==> src/rtl/sys_bus_pkg.sv <==
// Shared types and address map for the two-master system bus arbiter.
package sys_bus_pkg;

  typedef enum logic [1:0] {IDLE, ACCESS, DONE} state_t;

  typedef enum logic [1:0] {REG_MEM, REG_IO1, REG_IO2, REG_NONE} region_t;

  localparam logic [31:0] MEM_BASE  = 32'h0000_0000;
  localparam logic [31:0] MEM_LIMIT = 32'h0000_00FC;
  localparam logic [31:0] IO1_BASE  = 32'h0000_0800;
  localparam logic [31:0] IO1_LIMIT = 32'h0000_080C;
  localparam logic [31:0] IO2_BASE  = 32'h0000_0900;
  localparam logic [31:0] IO2_LIMIT = 32'h0000_090C;

  localparam int unsigned WAIT_W = 8;

  // Inclusive on both ends so the region limits themselves are mapped.
  function automatic logic in_range(input logic [31:0] addr,
                                    input logic [31:0] base,
                                    input logic [31:0] limit);
    return (addr >= base) && (addr <= limit);
  endfunction

endpackage

==> src/rtl/sys_bus_arbiter_if.sv <==
// Master-side handshakes plus shared bus signals of sys_bus_arbiter.
// m0_lock/m1_lock exist only when SYS_BUS_LOCK_EN is defined.
interface sys_bus_arbiter_if;

  logic        m0_req;
  logic        m0_we;
  logic [31:0] m0_addr;
  logic [31:0] m0_wdata;
  logic        m0_ack;
  logic        m0_err;
  logic [31:0] m0_rdata;

  logic        m1_req;
  logic        m1_we;
  logic [31:0] m1_addr;
  logic [31:0] m1_wdata;
  logic        m1_ack;
  logic        m1_err;
  logic [31:0] m1_rdata;

  logic [31:0] bus_a;
  logic [31:0] bus_wd;
  logic        bus_we;
  logic [31:0] bus_rd;
  logic        gnt_id;
  logic        busy;

`ifdef SYS_BUS_LOCK_EN
  logic        m0_lock;
  logic        m1_lock;
`endif

  modport slave (
`ifdef SYS_BUS_LOCK_EN
    input  m0_lock, m1_lock,
`endif
    input  m0_req, m0_we, m0_addr, m0_wdata,
    input  m1_req, m1_we, m1_addr, m1_wdata,
    input  bus_rd,
    output m0_ack, m0_err, m0_rdata,
    output m1_ack, m1_err, m1_rdata,
    output bus_a, bus_wd, bus_we, gnt_id, busy
  );

  modport master (
`ifdef SYS_BUS_LOCK_EN
    output m0_lock, m1_lock,
`endif
    output m0_req, m0_we, m0_addr, m0_wdata,
    output m1_req, m1_we, m1_addr, m1_wdata,
    output bus_rd,
    input  m0_ack, m0_err, m0_rdata,
    input  m1_ack, m1_err, m1_rdata,
    input  bus_a, bus_wd, bus_we, gnt_id, busy
  );

endinterface

==> src/rtl/sys_bus_arbiter_lookup.sv <==
// Combinational address decode: region code and wait-state count.
module bus_region_lookup
  import sys_bus_pkg::*;
#(
  parameter int unsigned MEM_WAIT = 0,
  parameter int unsigned IO_WAIT  = 2
) (
  input  logic [31:0]       addr,
  output region_t           region,
  output logic [WAIT_W-1:0] wait_cnt
);

  always_comb begin
    region   = REG_NONE;
    wait_cnt = '0;
    if (in_range(addr, MEM_BASE, MEM_LIMIT)) begin
      region   = REG_MEM;
      wait_cnt = WAIT_W'(MEM_WAIT);
    end else if (in_range(addr, IO1_BASE, IO1_LIMIT)) begin
      region   = REG_IO1;
      wait_cnt = WAIT_W'(IO_WAIT);
    end else if (in_range(addr, IO2_BASE, IO2_LIMIT)) begin
      region   = REG_IO2;
      wait_cnt = WAIT_W'(IO_WAIT);
    end
  end

endmodule

==> src/rtl/sys_bus_arbiter.sv <==
// Round-robin two-master system bus arbiter with per-region wait states.
// Define SYS_BUS_LOCK_EN to add m0_lock/m1_lock back-to-back grant locking.
module sys_bus_arbiter
  import sys_bus_pkg::*;
#(
  parameter int unsigned MEM_WAIT = 0,
  parameter int unsigned IO_WAIT  = 2
) (
  input  logic             clk,
  input  logic             rst_n,
  sys_bus_arbiter_if.slave sb
);

  state_t            state, state_nxt;
  logic [1:0]        req;
  logic              do_grant;
  logic              sel;
  logic [31:0]       sel_addr;
  logic [31:0]       sel_wdata;
  logic              sel_we;
  region_t           lk_region;
  logic [WAIT_W-1:0] lk_wait;
  logic              lk_mapped;

  logic [WAIT_W-1:0] cnt;
  logic              we_r;
  logic              err_r;
  logic              gnt_r;
  logic              last_r;
  logic [31:0]       rd_r;
  logic [31:0]       a_r;
  logic [31:0]       wd_r;
`ifdef SYS_BUS_LOCK_EN
  logic              lock_r;
`endif

  assign req = {sb.m1_req, sb.m0_req};

  always_comb begin
    do_grant = 1'b0;
    sel      = 1'b0;
    if (state == IDLE) begin
`ifdef SYS_BUS_LOCK_EN
      if (lock_r && req[last_r]) begin
        do_grant = 1'b1;
        sel      = last_r;
      end else
`endif
      if (&req) begin
        do_grant = 1'b1;
        sel      = ~last_r;
      end else if (req[0]) begin
        do_grant = 1'b1;
        sel      = 1'b0;
      end else if (req[1]) begin
        do_grant = 1'b1;
        sel      = 1'b1;
      end
    end
  end

  assign sel_addr  = sel ? sb.m1_addr  : sb.m0_addr;
  assign sel_wdata = sel ? sb.m1_wdata : sb.m0_wdata;
  assign sel_we    = sel ? sb.m1_we    : sb.m0_we;

  bus_region_lookup #(
    .MEM_WAIT (MEM_WAIT),
    .IO_WAIT  (IO_WAIT)
  ) u_lookup (
    .addr     (sel_addr),
    .region   (lk_region),
    .wait_cnt (lk_wait)
  );

  assign lk_mapped = (lk_region != REG_NONE);

  always_ff @(posedge clk or negedge rst_n) begin
    if (!rst_n) state <= IDLE;
    else        state <= state_nxt;
  end

  always_comb begin
    state_nxt   = state;
    sb.bus_we   = 1'b0;
    sb.busy     = 1'b0;
    sb.m0_ack   = 1'b0;
    sb.m0_err   = 1'b0;
    sb.m0_rdata = '0;
    sb.m1_ack   = 1'b0;
    sb.m1_err   = 1'b0;
    sb.m1_rdata = '0;
    case (state)
      IDLE: begin
        if (do_grant) state_nxt = lk_mapped ? ACCESS : DONE;
      end
      ACCESS: begin
        sb.busy = 1'b1;
        if (cnt == '0) begin
          sb.bus_we = we_r;
          state_nxt = DONE;
        end
      end
      DONE: begin
        if (gnt_r) begin
          sb.m1_ack   = 1'b1;
          sb.m1_err   = err_r;
          sb.m1_rdata = rd_r;
        end else begin
          sb.m0_ack   = 1'b1;
          sb.m0_err   = err_r;
          sb.m0_rdata = rd_r;
        end
        state_nxt = IDLE;
      end
      default: state_nxt = IDLE;
    endcase
  end

  // gnt_id resets to 0 while last_r resets to 1 so M0 wins the first tie.
  always_ff @(posedge clk or negedge rst_n) begin
    if (!rst_n) begin
      cnt    <= '0;
      we_r   <= 1'b0;
      err_r  <= 1'b0;
      gnt_r  <= 1'b0;
      last_r <= 1'b1;
      rd_r   <= '0;
      a_r    <= '0;
      wd_r   <= '0;
`ifdef SYS_BUS_LOCK_EN
      lock_r <= 1'b0;
`endif
    end else begin
      case (state)
        IDLE: begin
`ifdef SYS_BUS_LOCK_EN
          lock_r <= 1'b0;
`endif
          if (do_grant) begin
            a_r    <= sel_addr;
            wd_r   <= sel_wdata;
            we_r   <= sel_we;
            gnt_r  <= sel;
            last_r <= sel;
            cnt    <= lk_wait;
            err_r  <= ~lk_mapped;
            rd_r   <= '0;
          end
        end
        ACCESS: begin
          if (cnt != '0) cnt  <= cnt - 1'b1;
          else           rd_r <= we_r ? '0 : sb.bus_rd;
        end
        DONE: begin
`ifdef SYS_BUS_LOCK_EN
          lock_r <= gnt_r ? sb.m1_lock : sb.m0_lock;
`endif
        end
        default: ;
      endcase
    end
  end

  assign sb.bus_a  = a_r;
  assign sb.bus_wd = wd_r;
  assign sb.gnt_id = gnt_r;

endmodule

==> src/flat_wrapper.sv <==
// flat-port wrapper written by rule: the top's interface ports become plain ports
module sys_bus_arbiter_flat import sys_bus_pkg::*;
#(
  parameter int unsigned MEM_WAIT = 0,
  parameter int unsigned IO_WAIT  = 2
)
  (clk, rst_n, sb_m0_req, sb_m0_we, sb_m0_addr, sb_m0_wdata, sb_m1_req, sb_m1_we, sb_m1_addr, sb_m1_wdata, sb_bus_rd, sb_m0_ack, sb_m0_err, sb_m0_rdata, sb_m1_ack, sb_m1_err, sb_m1_rdata, sb_bus_a, sb_bus_wd, sb_bus_we, sb_gnt_id, sb_busy);
  sys_bus_arbiter_if sb_i ();
  input  logic clk;
  input  logic rst_n;
  input wire logic [$bits(sb_i.m0_req)-1:0] sb_m0_req;
  input wire logic [$bits(sb_i.m0_we)-1:0] sb_m0_we;
  input wire logic [$bits(sb_i.m0_addr)-1:0] sb_m0_addr;
  input wire logic [$bits(sb_i.m0_wdata)-1:0] sb_m0_wdata;
  input wire logic [$bits(sb_i.m1_req)-1:0] sb_m1_req;
  input wire logic [$bits(sb_i.m1_we)-1:0] sb_m1_we;
  input wire logic [$bits(sb_i.m1_addr)-1:0] sb_m1_addr;
  input wire logic [$bits(sb_i.m1_wdata)-1:0] sb_m1_wdata;
  input wire logic [$bits(sb_i.bus_rd)-1:0] sb_bus_rd;
  output wire logic [$bits(sb_i.m0_ack)-1:0] sb_m0_ack;
  output wire logic [$bits(sb_i.m0_err)-1:0] sb_m0_err;
  output wire logic [$bits(sb_i.m0_rdata)-1:0] sb_m0_rdata;
  output wire logic [$bits(sb_i.m1_ack)-1:0] sb_m1_ack;
  output wire logic [$bits(sb_i.m1_err)-1:0] sb_m1_err;
  output wire logic [$bits(sb_i.m1_rdata)-1:0] sb_m1_rdata;
  output wire logic [$bits(sb_i.bus_a)-1:0] sb_bus_a;
  output wire logic [$bits(sb_i.bus_wd)-1:0] sb_bus_wd;
  output wire logic [$bits(sb_i.bus_we)-1:0] sb_bus_we;
  output wire logic [$bits(sb_i.gnt_id)-1:0] sb_gnt_id;
  output wire logic [$bits(sb_i.busy)-1:0] sb_busy;
  assign sb_i.m0_req = sb_m0_req;
  assign sb_i.m0_we = sb_m0_we;
  assign sb_i.m0_addr = sb_m0_addr;
  assign sb_i.m0_wdata = sb_m0_wdata;
  assign sb_i.m1_req = sb_m1_req;
  assign sb_i.m1_we = sb_m1_we;
  assign sb_i.m1_addr = sb_m1_addr;
  assign sb_i.m1_wdata = sb_m1_wdata;
  assign sb_i.bus_rd = sb_bus_rd;
  assign sb_m0_ack = sb_i.m0_ack;
  assign sb_m0_err = sb_i.m0_err;
  assign sb_m0_rdata = sb_i.m0_rdata;
  assign sb_m1_ack = sb_i.m1_ack;
  assign sb_m1_err = sb_i.m1_err;
  assign sb_m1_rdata = sb_i.m1_rdata;
  assign sb_bus_a = sb_i.bus_a;
  assign sb_bus_wd = sb_i.bus_wd;
  assign sb_bus_we = sb_i.bus_we;
  assign sb_gnt_id = sb_i.gnt_id;
  assign sb_busy = sb_i.busy;
  sys_bus_arbiter #(.MEM_WAIT(MEM_WAIT), .IO_WAIT(IO_WAIT)) u_core (.clk(clk), .rst_n(rst_n), .sb(sb_i));
endmodule
==> config.mk <==
export PLATFORM = sky130hd
export DESIGN_NAME = sys_bus_arbiter_flat
export DESIGN_NICKNAME = d
export VERILOG_FILES = /design/src/rtl/sys_bus_pkg.sv /design/src/rtl/sys_bus_arbiter_if.sv /design/src/rtl/sys_bus_arbiter_lookup.sv /design/src/rtl/sys_bus_arbiter.sv /design/src/flat_wrapper.sv
export SDC_FILE = /design/constraint.sdc
export NUM_CORES = 1
export LEC_CHECK = 0
export BUFFER_PORTS_ARGS = -buffer_cell sky130_fd_sc_hd__buf_2
export CORE_ASPECT_RATIO = 0.9
export CORE_MARGIN = 3
export CORE_UTILIZATION = 44
export CTS_CLUSTER_DIAMETER = 60
export DETAILED_ROUTE_END_ITERATION = 8
export PLACE_DENSITY = 0.8
export REMOVE_ABC_BUFFERS = 1
export SLEW_MARGIN = 30
export SYNTH_ARGS = -nofsm -noshare
export SYNTH_HDL_FRONTEND = slang
export SYNTH_SLANG_ARGS = --single-unit
==> constraint.sdc <==
create_clock -name clk -period 2.13 [get_ports clk]
set_clock_uncertainty 0.1 [all_clocks]
set_input_delay 0.426 -clock clk [delete_from_list [all_inputs] [get_ports clk]]
set_output_delay 0.426 -clock clk [all_outputs]
set_load 0.01 [all_outputs]
==> metrics.md <==
| Metric | Value |
|---|---|
| Inserted Clock Buffers | `9` |
| Worst endpoint required time | `1.60 ns` |
| H-tree lvl count | `3` |
| Hpwl dp | `12800 um` |
| Kind of critical path | `register to output pin` |
| Fraction of final layout cells sized beyond drive strength 1 | `a little under two fifths` |
| Initial antenna violation count | `1` |
| Number of synthesized register bits | `110` |
| Die boundary width | `about 120 um` |
| Die outline area | `0.0138 mm2` |
| Final Hold Fails | `0` |
| Part of the Yosys area used for sequential elements | `about half` |
| Number of setup violations in the final report | `1` |
| I/O pin count | `301` |
| CTS tree | `done` |
| Synthesis-to-finish area growth | `39.0%` |
| CP Capture Type | `output pin` |
| Maximum resistive drop on vdd | `476 uV` |
| Count of final max-slew check failures | `0` |
| Number of clock sinks | `110` |
| Synth warnings | `0` |
| Arrival time reported for the critical path endpoint | `roughly 1.6 ns` |
| Detailed-route wire length per cell | `approximately 15 um` |
| Pwr/cell area | `~530 mW/mm2` |
| Post-DR vias/cell | `5.10` |
| Final critical delay including setup and external delays | `between 2 and 2.5 ns` |
| Cell area after synthesis | `0.00546 mm2` |
| Violations in the final reports | `negative setup slack` |
| Via count of the first global-routing pass | `5266` |
| Startpoint class of the critical path | `register` |
| Residual overflow from global routing | `0` |
| FMAX | `~0.46 GHz` |
| Final non-filler cell area | `between 0.007 and 0.008 mm2` |
| Filler cells | `roughly 1000` |
| Core Rows | `37` |
| Overall power of the completed layout | `about 4.0 mW` |
| Internal power | `roughly 3.2 mW` |
| Synth unique cells | `42` |
| Maximum count of clock buffers along a single path | `2` |
| Share of power burned in the clock network | `around 41%` |
| Final Non-Filler Cells | `between 1000 and 1500` |
| Bufs and invs on worst path | `1` |
| Series of cell instances along the critical path | `or3_4 -> nor4_4 -> and3_1 -> buf_2` |
| Global-route wire length before repair | `26000 um` |
| Clock-pin slew on the worst setup and hold paths | `0.07 ns` |
| Switching power share of the total | `around 21%` |
| Initial cell density of the core | `46.5%` |
| Final weighted congestion in routability-driven placement | `between 0.8 and 0.9` |
| Clock latency of the later-clocked register in the worst-skew pair | `around 0.34 ns` |
| Maximum number of pins on one net before global-route repair | `roughly 70` |
| Iter 0 DRT Violations | `around 330` |
| Flip-flop cell with the highest count after synthesis | `dfrtp_1` |
| Switching power summed over all nets | `about 870 uW` |
| Flip-flop and latch area | `roughly 0.0028 mm2` |
| Setup WS pre-CTS | `about 0.09 ns` |
| DRT Wirelength | `around 17000 um` |
| Worst slew pin tran | `0.423 ns` |
| Part of the power in combinational logic | `6.9%` |
| DP Area | `a little over 0.007 mm2` |
| GRT Total Usage | `roughly a quarter` |
| Detail Route Antenna Nets | `0` |
| # Max-Cap Violations | `0` |
| Net total in the final layout | `around 1100` |
| Sequential share of power | `51.8%` |
| Number of search-and-repair iterations in the first detailed-routing pass | `5` |
| Cell family contributing the most delay on the critical path | `simple AND/OR/NAND/NOR gates` |
| Worst min-delay path category | `primary input to register` |
| Static leakage | `4.24 nW` |
| Result of the run | `complete, but fails checks` |
| Clock Root Buffer | `clkbuf_16` |
| I/O Buffers | `300` |
| Unrepaired setup endpoints after global routing | `true` |
| Largest fanout on the critical path | `2` |
| Core box area | `around 0.012 mm2` |
| DP Cell Count | `roughly 1100` |
| Portion of the clock cycle consumed by the worst path in the final layout | `101%` |
| Synthesized area per cell | `a little over 8 um2` |
| Largest stage delay, worst path | `roughly 0.4 ns` |
| Worst relative slew slack | `a little under three quarters` |
| Cell with the largest stage delay on the worst path | `or3_4` |
| Share of synthesized flip-flops with an asynchronous set or reset | `between 90% and 100%` |
| DRC violation count after routing | `0` |
| Final worst-path setup slack | `-0.0307 ns` |
| Final TNS setup | `-0.0307 ns` |
| Post-Synthesis Cells | `between 600 and 700` |
| Number of synthesized flops with an enable pin | `0` |
| Die H | `about 110 um` |
| Via count of the routed design | `between 5000 and 6000` |
| Footprint of the multi-input gates | `around 0.0025 mm2` |
layout by cell type, fill, tap and decap left out, drive strengths merged, types with 3 or more instances in the layout:
cell,count
a31oi,65
and2,66
buf,323
clkbuf,12
dfrtp,109
inv,4
nand2,204
nand3,6
nand4,3
nor2,74
nor3,3
nor4,16
o21ai,40
or3,3
xnor2,3
logic make-up (layout without fill, tap and decap cells):
| family | Yosys count | after routing | share of synthesized area [%] |
|---|---|---|---|
| flip-flops | 110 | 110 | 50.4 |
| other | 0 | 1 | 0 |
| buffers and inverters | 51 | 343 | 4.10 |
| AND/OR/NAND/NOR | 384 | 384 | 31.7 |
| multiplexers | 1 | 1 | 0.206 |
| adder cells (fa/ha/maj) | 2 | 2 | 0.458 |
| AO/OA/AOI/OAI | 116 | 116 | 12.6 |
| XOR/XNOR | 3 | 3 | 0.481 |
cells in the mapped netlist (all sizes together) (2+ instances only):
| master | count | share of area (%) |
|---|---|---|
| a21oi | 2 | 0.18 |
| ha | 2 | 0.46 |
| xnor2 | 3 | 0.48 |
| nand4 | 3 | 0.34 |
| or4 | 2 | 0.30 |
| nand2b | 2 | 0.23 |
| buf | 20 | 2.0 |
| nor4 | 16 | 2.2 |
| inv | 4 | 0.27 |
| o22ai | 2 | 0.23 |
| or3 | 3 | 0.44 |
| nor2 | 74 | 5.1 |
| and3 | 2 | 0.23 |
| clkbuf | 27 | 1.9 |
| and2 | 66 | 7.6 |
| nand2 | 204 | 14 |
| o21ai | 40 | 3.7 |
| nand3 | 6 | 0.55 |
| a31oi | 65 | 7.4 |
| dfrtp | 109 | 50 |
| nor3 | 3 | 0.27 |
worst paths after layout:
kind,to,startpoint,cells after the start,slack [ns]
setup / recovery,sb_bus_we,u_core.cnt[3]$_DFFE_PN0P_,4,-0.03
hold / removal,u_core.rd_r[5]$_DFFE_PN0P_,sb_bus_rd[5],3,0.23
setup reg to reg,u_core.cnt[6]$_DFFE_PN0P_,u_core.cnt[3]$_DFFE_PN0P_,7,0.08
hold reg to reg,u_core.last_r$_DFFE_PN1P_,u_core.last_r$_DFFE_PN1P_,2,0.36
max in group asynchronous,u_core.sb.bus_a[2]$_DFFE_PN0P_,rst_n,3,0.84
min in group asynchronous,u_core.rd_r[2]$_DFFE_PN0P_,rst_n,2,0.49
final cells by class:
cell class,instances,area share (%)
clock inverter,3,0.593
timing repair buffer,324,23.7
tap,156,2.57
inverter,4,0.198
multi-input combinational,506,33.4
sequential,110,36.3
antenna,1,0.0329
clock buffer,12,3.25
sequential cells by signal (all words and copies together), names as in the netlist, 2 cells and up:
signal / count
u_core.rd_r: 32
u_core.state: 2
u_core.sb.bus_wd: 32
u_core.cnt: 8
u_core.sb.bus_a: 32
metrics by stage:
step	utilization, %	hold WS (ns)
3_5_place_dp	61.3	0.291
5_1_grt	64.6	0.219
6_report	64.6	0.226
3_3_place_gp	61.3	0.287
2_1_floorplan	-	0.0304
4_1_cts	64.4	0.211
power groups by stage:
stage	Combinational [mW]	Sequential (mW)	Clock, mW
floorplan	0.0458	2.13	0
global placement	0.275	2.13	0
detailed placement	0.279	2.13	0
CTS	0.282	2.09	1.72
global route	0.316	2.09	1.79
finish	0.279	2.09	1.67
worst reg2reg max path: stages, from the launching register on:
cell,delay [ns]
dfrtp_1,0.39
or3_4,0.41
buf_4,0.15
o41ai_2,0.41
buf_4,0.22
nor4_1,0.07
xnor2_1,0.14
nor2_1,0.06
routing by layer:
layer  GRT usage, %  vias to the layer above  wire length (um)
met3           7.26                       23              1620
met2           41.0                      249              8440
met5              0                        -                 0
li1               -                     2801                 -
met1           28.6                     2619              6610
met4           6.20                        0               297
what timing repair did:
item	4_1_cts	5_1_grt
endpoints found under the hold margin	27	0
gates resized for setup	3	2
pin swaps	3	2
buffers inserted	7	1
hold buffers	1	0
endpoints found under the setup margin	1	10
Note: power is estimated with default switching activity, not from simulation.
